## src/rtl/spi_mstr_gen_if.sv

```systemverilog
// Bus bundle for spi_mstr_gen: host-side request/response plus SPI pins.
// SPI_LSB_FIRST_EN adds the lsb_first request bit.
interface spi_mstr_gen_if #(
    parameter int DATA_W = 16
);
    localparam int LEN_W = $clog2(DATA_W + 1);

    logic              wrt;
    logic [DATA_W-1:0] data_out;
    logic [LEN_W-1:0]  len;
    logic              cpol;
    logic              cpha;
`ifdef SPI_LSB_FIRST_EN
    logic              lsb_first;
`endif
    logic              MISO;
    logic              SS_n;
    logic              SCLK;
    logic              MOSI;
    logic              busy;
    logic              done;
    logic [DATA_W-1:0] data_in;

`ifdef SPI_LSB_FIRST_EN
    modport master (input wrt, data_out, len, cpol, cpha, lsb_first, MISO,
                    output SS_n, SCLK, MOSI, busy, done, data_in);
    modport slave  (output wrt, data_out, len, cpol, cpha, lsb_first, MISO,
                    input SS_n, SCLK, MOSI, busy, done, data_in);
`else
    modport master (input wrt, data_out, len, cpol, cpha, MISO,
                    output SS_n, SCLK, MOSI, busy, done, data_in);
    modport slave  (output wrt, data_out, len, cpol, cpha, MISO,
                    input SS_n, SCLK, MOSI, busy, done, data_in);
`endif
endinterface

```

## src/rtl/spi_mstr_gen.sv

```systemverilog
// Parametrised SPI master: runtime length 1..DATA_W, all CPOL/CPHA modes, SCLK divider, full-duplex.
// Define SPI_LSB_FIRST_EN to add the lsb_first request bit (LSB-first shifting).
module spi_mstr_gen #(
    parameter int DATA_W   = 16,
    parameter int HALF_DIV = 2
) (
    input logic            clk,
    input logic            rst_n,
    spi_mstr_gen_if.master bus
);
    localparam int LEN_W = $clog2(DATA_W + 1);
    localparam int EC_W  = LEN_W + 1;
    localparam int DIV_W = (HALF_DIV > 1) ? $clog2(HALF_DIV) : 1;

    typedef enum logic [1:0] {IDLE, SETUP, SHIFT, HOLD} state_t;

    state_t            state_q, state_d;
    logic [DIV_W-1:0]  div_q, div_d;
    logic [EC_W-1:0]   ecnt_q, ecnt_d;
    logic [LEN_W-1:0]  n_q, n_d;
    logic              cpol_q, cpol_d, cpha_q, cpha_d, lsb_q, lsb_d;
    logic [DATA_W-1:0] tx_q, tx_d, rx_q, rx_d, din_q, din_d;
    logic              ss_n_q, ss_n_d, sclk_q, sclk_d, mosi_q, mosi_d;
    logic              busy_q, busy_d, done_q, done_d;

    logic              lsb_in;
`ifdef SPI_LSB_FIRST_EN
    assign lsb_in = bus.lsb_first;
`else
    assign lsb_in = 1'b0;
`endif

    logic              tick, accept, edge_fire, last_edge, sample_edge;
    logic [LEN_W-1:0]  eff_len;
    logic [DATA_W-1:0] tx_load, rx_msb, rx_lsb;

    assign tick      = (div_q == DIV_W'(HALF_DIV - 1));
    // A wrt landing in the done cycle is dropped, so the host sees busy=0 before re-arming.
    assign accept    = (state_q == IDLE) && bus.wrt && !done_q;
    assign edge_fire = tick && (((state_q == SETUP) && !ss_n_q) || (state_q == SHIFT));
    assign last_edge = (ecnt_q == (({1'b0, n_q} << 1) - EC_W'(1)));
    // Edge number is ecnt_q+1; odd edges sample when cpha=0, even edges when cpha=1.
    assign sample_edge = ~ecnt_q[0] ^ cpha_q;

    assign eff_len = ((bus.len == '0) || (bus.len > LEN_W'(DATA_W))) ? LEN_W'(DATA_W) : bus.len;
    // MSB-first left-aligns the word so the outgoing bit is always the top bit.
    assign tx_load = lsb_in ? bus.data_out : (bus.data_out << (LEN_W'(DATA_W) - eff_len));
    assign rx_msb  = {rx_q[DATA_W-2:0], bus.MISO};
    assign rx_lsb  = (rx_q >> 1) | ({DATA_W{bus.MISO}} & (DATA_W'(1) << (n_q - LEN_W'(1))));

    always_ff @(posedge clk or negedge rst_n) begin
        if (!rst_n) begin
            state_q <= IDLE;
            div_q   <= '0;
            ecnt_q  <= '0;
            n_q     <= '0;
            cpol_q  <= 1'b0;
            cpha_q  <= 1'b0;
            lsb_q   <= 1'b0;
            tx_q    <= '0;
            rx_q    <= '0;
            din_q   <= '0;
            ss_n_q  <= 1'b1;
            sclk_q  <= 1'b0;
            mosi_q  <= 1'b0;
            busy_q  <= 1'b0;
            done_q  <= 1'b0;
        end else begin
            state_q <= state_d;
            div_q   <= div_d;
            ecnt_q  <= ecnt_d;
            n_q     <= n_d;
            cpol_q  <= cpol_d;
            cpha_q  <= cpha_d;
            lsb_q   <= lsb_d;
            tx_q    <= tx_d;
            rx_q    <= rx_d;
            din_q   <= din_d;
            ss_n_q  <= ss_n_d;
            sclk_q  <= sclk_d;
            mosi_q  <= mosi_d;
            busy_q  <= busy_d;
            done_q  <= done_d;
        end
    end

    always_comb begin
        state_d = state_q;
        case (state_q)
            IDLE:    if (accept) state_d = SETUP;
            SETUP:   if (edge_fire) state_d = SHIFT;
            SHIFT:   if (edge_fire && last_edge) state_d = HOLD;
            HOLD:    if (tick) state_d = IDLE;
            default: state_d = IDLE;
        endcase
    end

    always_comb begin
        div_d  = (state_q == IDLE) ? '0 : (tick ? '0 : div_q + DIV_W'(1));
        ecnt_d = ecnt_q;
        n_d    = n_q;
        cpol_d = cpol_q;
        cpha_d = cpha_q;
        lsb_d  = lsb_q;
        tx_d   = tx_q;
        rx_d   = rx_q;
        din_d  = din_q;
        ss_n_d = ss_n_q;
        sclk_d = sclk_q;
        mosi_d = mosi_q;
        busy_d = busy_q;
        done_d = 1'b0;

        case (state_q)
            IDLE: begin
                if (accept) begin
                    n_d    = eff_len;
                    cpol_d = bus.cpol;
                    cpha_d = bus.cpha;
                    lsb_d  = lsb_in;
                    sclk_d = bus.cpol;
                    busy_d = 1'b1;
                    ecnt_d = '0;
                    rx_d   = '0;
                    tx_d   = tx_load;
                    // cpha=0 needs the first bit on the wire before the leading edge.
                    if (!bus.cpha) begin
                        mosi_d = lsb_in ? tx_load[0] : tx_load[DATA_W-1];
                        tx_d   = lsb_in ? (tx_load >> 1) : (tx_load << 1);
                    end
                end
            end
            SETUP: begin
                if (ss_n_q) begin
                    ss_n_d = 1'b0;
                    div_d  = '0;
                end
            end
            HOLD: begin
                if (tick) begin
                    ss_n_d = 1'b1;
                    done_d = 1'b1;
                    busy_d = 1'b0;
                    din_d  = rx_q;
                end
            end
            default: ;
        endcase

        if (edge_fire) begin
            sclk_d = ~sclk_q;
            ecnt_d = ecnt_q + EC_W'(1);
            if (sample_edge) begin
                rx_d = lsb_q ? rx_lsb : rx_msb;
            end else begin
                mosi_d = lsb_q ? tx_q[0] : tx_q[DATA_W-1];
                tx_d   = lsb_q ? (tx_q >> 1) : (tx_q << 1);
            end
        end
    end

    assign bus.SS_n    = ss_n_q;
    assign bus.SCLK    = sclk_q;
    assign bus.MOSI    = mosi_q;
    assign bus.busy    = busy_q;
    assign bus.done    = done_q;
    assign bus.data_in = din_q;
endmodule

```

## src/flat_wrapper.sv

```systemverilog
// flat-port wrapper written by rule: the top's interface ports become plain ports
module spi_mstr_gen_flat 
#(
    parameter int DATA_W   = 16,
    parameter int HALF_DIV = 2
)
  (clk, rst_n, bus_wrt, bus_data_out, bus_len, bus_cpol, bus_cpha, bus_MISO, bus_SS_n, bus_SCLK, bus_MOSI, bus_busy, bus_done, bus_data_in);
  spi_mstr_gen_if #(.DATA_W(DATA_W)) bus_i ();
  input logic clk;
  input logic rst_n;
  input wire logic [$bits(bus_i.wrt)-1:0] bus_wrt;
  input wire logic [$bits(bus_i.data_out)-1:0] bus_data_out;
  input wire logic [$bits(bus_i.len)-1:0] bus_len;
  input wire logic [$bits(bus_i.cpol)-1:0] bus_cpol;
  input wire logic [$bits(bus_i.cpha)-1:0] bus_cpha;
  input wire logic [$bits(bus_i.MISO)-1:0] bus_MISO;
  output wire logic [$bits(bus_i.SS_n)-1:0] bus_SS_n;
  output wire logic [$bits(bus_i.SCLK)-1:0] bus_SCLK;
  output wire logic [$bits(bus_i.MOSI)-1:0] bus_MOSI;
  output wire logic [$bits(bus_i.busy)-1:0] bus_busy;
  output wire logic [$bits(bus_i.done)-1:0] bus_done;
  output wire logic [$bits(bus_i.data_in)-1:0] bus_data_in;
  assign bus_i.wrt = bus_wrt;
  assign bus_i.data_out = bus_data_out;
  assign bus_i.len = bus_len;
  assign bus_i.cpol = bus_cpol;
  assign bus_i.cpha = bus_cpha;
  assign bus_i.MISO = bus_MISO;
  assign bus_SS_n = bus_i.SS_n;
  assign bus_SCLK = bus_i.SCLK;
  assign bus_MOSI = bus_i.MOSI;
  assign bus_busy = bus_i.busy;
  assign bus_done = bus_i.done;
  assign bus_data_in = bus_i.data_in;
  spi_mstr_gen #(.DATA_W(DATA_W), .HALF_DIV(HALF_DIV)) u_core (.clk(clk), .rst_n(rst_n), .bus(bus_i));
endmodule
```

## config.mk

```make
export PLATFORM = sky130hd
export DESIGN_NAME = spi_mstr_gen_flat
export DESIGN_NICKNAME = d
export VERILOG_FILES = /design/src/rtl/spi_mstr_gen_if.sv /design/src/rtl/spi_mstr_gen.sv /design/src/flat_wrapper.sv
export SDC_FILE = /design/constraint.sdc
export NUM_CORES = 1
export LEC_CHECK = 0
export CAP_MARGIN = 10
export CORE_UTILIZATION = 31
export CTS_CLUSTER_SIZE = 12
export DETAILED_ROUTE_END_ITERATION = 7
export PLACE_DENSITY = 0.5
export SKIP_CTS_REPAIR_TIMING = 1
export SKIP_LAST_GASP = 1
export SLEW_MARGIN = 25
export SYNTH_ARGS = -nofsm -noshare
export SYNTH_HDL_FRONTEND = slang
export SYNTH_SLANG_ARGS = --single-unit
```

## constraint.sdc

```tcl
create_clock -name clk -period 3.6 [get_ports clk]
set_clock_uncertainty 0.1 [all_clocks]
set_input_delay 0.54 -clock clk [delete_from_list [all_inputs] [get_ports clk]]
set_output_delay 0.54 -clock clk [all_outputs]
set_load 0.02 [all_outputs]
```

==> metrics.md <==
| Metric | Value |
|---|---|
| Synthesized flop and latch total | `68` |
| Largest net degree at the start of global routing | `39` |
| Final ANT Viol Nets | `0` |
| Syn nets | `447` |
| DRC Markers | `0` |
| I/O pins | `48` |
| Synth cell types | `61` |
| Final Hold Fails | `0` |
| # setup viols final | `0` |
| Crit Path Class | `input port to flip-flop` |
| Req. time, crit path | `3.71 ns` |
| Footprint of the multi-input gates | `2230 µm²` |
| Worst Reg-to-Reg Cells | `8` |
| Clock Tree Buf Depth | `2` |
| DR vias | `3391` |
| CTS HTree Levels | `3` |
| # port buffers | `47` |
| Rows | `41` |
| Slew HR | `0.488` |
| FILL cells | `1231` |
| Die area | `13500 µm²` |
| NetSw | `1.29 mW` |
| Vias in the first global route | `3340` |
| Layout area overhead | `32.6%` |
| Worst-path clk slew | `0.05 ns` |
| Max-slew violations | `0` |
| Setup crit end kind | `flip-flop` |
| Total gr overflow | `0` |
| Routed WL | `10000 µm` |
| Crit start category | `input port` |
| WL/cell | `14.9 µm` |
| Max_cap viols | `0` |
| Die H | `116 µm` |
| First-pass GRT wire length | `16700 µm` |
| DP Area | `5000 µm²` |
| Post-DP HPWL | `7400 µm` |
| Switching part of the total | `0.347` |
| Min-Delay Path Class | `input port to async pin` |
| Ant diodes | `0` |
| Die width | `116 µm` |
| Most common cell in the synthesized netlist | `dfrtp_1` |
| CTS root buf | `clkbuf_16` |
| Tmin final | `3.47 ns` |
| Post-synth top cells | `dfrtp_1 (67), nand2_1 (63), o21ai_0 (37)` |
| Fin area | `5370 µm²` |
| First-pass DRT Iterations | `4` |
| Mapped Avg Cell Area | `9.83 µm²` |
| Hold WS | `0.186 ns` |
| Seq pwr share | `0.329` |
| Seq. cell area | `1700 µm²` |
| Initial antenna violation count | `0` |
| Final Power | `3.71 mW` |
| Ys Warns | `0` |
| Comb pwr share | `0.409` |
| F_max | `0.288 GHz` |
| Fin crit share | `0.963` |
| LEAKAGE | `2.34 nW` |
| Arr. time, crit path | `3.58 ns` |
| Register area share after synthesis | `0.420` |
| Mapped cell area | `4050 µm²` |
| Number of enable flip-flop cells after synthesis | `0` |
| Share of cells above drive strength 1 | `0.214` |
| Total GRT Usage | `0.162` |
| Clk pwr share | `0.262` |
| CP max FO | `3` |
| Initial DRC Count | `176` |
| Clock buffer count from CTS | `9` |
| Worst skew pair latency | `0.34 ns` |
| Power Density | `691 nW/µm²` |
| Largest cells by area after synthesis | `dfrtp_1 (41%), mux4_2 (7.2%), nand2_1 (5.8%)` |
| Status | `completed` |
| Internal power | `2.42 mW` |
| Synth async-reset ratio | `1.00` |
| Core ar. | `12700 µm²` |
| RSZ-0062 raised after global routing | `no` |
| Vias per cell | `5.05` |
| Tightest Pin Transition | `0.768 ns` |
| Nets@finish | `531` |
| Syn Inst Count | `412` |
| Synth area leader | `dfrtp_1` |
| Synth top area share | `0.414` |
| Starting Density | `0.320` |
| Sink Count | `68` |
| Post-synth top flop | `dfrtp_1` |
| CTS tree | `done` |
| Placer Congestion | `0.855` |
| Worst VDD drop | `0.342 mV` |
## final cells by class
class	instances	share of cell area
Tap cell	172	0.0401
Sequential cell	68	0.317
Clock buffer	12	0.0496
Clock inverter	3	0.0128
Timing Repair Buffer	95	0.156
Multi-Input combinational cell	308	0.414
Inverter	14	0.00979
## layout by cell type, fill, tap and decap left out, types with 3 or more instances in the layout
cell type	instances
dfrtp_1	67
nand2_1	63
buf_4	47
clkdlybuf4s50_1	46
o21ai_0	36
nor2_1	34
mux2i_1	18
mux2_2	17
a21oi_1	14
inv_1	13
mux4_2	13
clkbuf_16	9
o211ai_1	8
nand3_1	8
ha_1	7
nand2b_1	6
nor3_1	5
nor2b_1	4
xor2_1	4
a31oi_1	4
and3_1	4
a221oi_1	4
xnor2_1	4
a211o_1	3
o22ai_1	3
a2111oi_0	3
a211oi_1	3
clkbuf_8	3
## layer usage
metal / vias to the layer above / GRT usage / part of all wire
met5: - / 0 / 0
li1: 1668 / - / -
met2: 51 / 0.256 / 0.48
met1: 1663 / 0.214 / 0.47
met3: 9 / 0.0488 / 0.037
met4: 0 / 0.0453 / 0.011
## stage by stage
stage	utilization	setup TNS (ns)	setup WS, ns	instances
2_1_floorplan	-	0	0.0161	412
3_3_place_gp	0.395	-3.00	-0.298	657
3_5_place_dp	0.395	-3.18	-0.339	657
4_1_cts	0.421	0	0.00464	672
5_1_grt	0.424	0	0.00617	672
6_report	0.424	0	0.134	672
## worst paths after layout
check	startpoint	endpoint	slack (ns)
worst min register to register	u_core.tx_q[15]$_DFF_PN0_	u_core.bus.MOSI$_DFF_PN0_	0.39
worst max-delay path	bus_len[0]	u_core.tx_q[15]$_DFF_PN0_	0.13
max in group asynchronous	rst_n	u_core.tx_q[11]$_DFF_PN0_	2.55
worst min-delay path	rst_n	u_core.rx_q[0]$_DFF_PN0_	0.19
worst max register to register	u_core.state_q[1]$_DFFE_PN0P_	u_core.tx_q[14]$_DFF_PN0_	1.06
min in group clk	u_core.tx_q[15]$_DFF_PN0_	u_core.bus.MOSI$_DFF_PN0_	0.39
## registers in the layout, summed over array words and instances, names as in the netlist, 2 cells and up
| register | flops |
|---|---|
| u_core.tx_q | 16 |
| u_core.ecnt_q | 6 |
| u_core.state_q | 2 |
| u_core.rx_q | 16 |
| u_core.bus.data_in | 16 |
| u_core.n_q | 5 |
## cell families after synthesis
| group | synth area share |
|---|---|
| compound gates | 0.165 |
| xor+xnor | 0.0253 |
| buf+inv | 0.0386 |
| flops | 0.420 |
| mux | 0.169 |
| fa+ha+maj | 0.0247 |
| simple gates | 0.157 |
## power by group through the flow
stage	Sequential, mW	Clock [mW]	Combinational (mW)
after global routing	1.26	1.04	1.68
after CTS	1.23	1.00	1.52
after detailed placement	1.24	0	1.51
after global placement	1.23	0	1.50
final	1.22	0.973	1.52
after floorplan	1.29	0	0.919
## worst max-delay path: stages
cell,delay [ns]
clkdlybuf4s50_1,0.42
or4_1,0.51
ha_1,0.30
nand2b_1,0.19
ha_4,0.21
xnor2_2,0.24
mux4_2,0.54
o22ai_1,0.20
nor3b_1,0.09
o32a_1,0.35
Note: power is estimated with default switching activity, not from simulation.
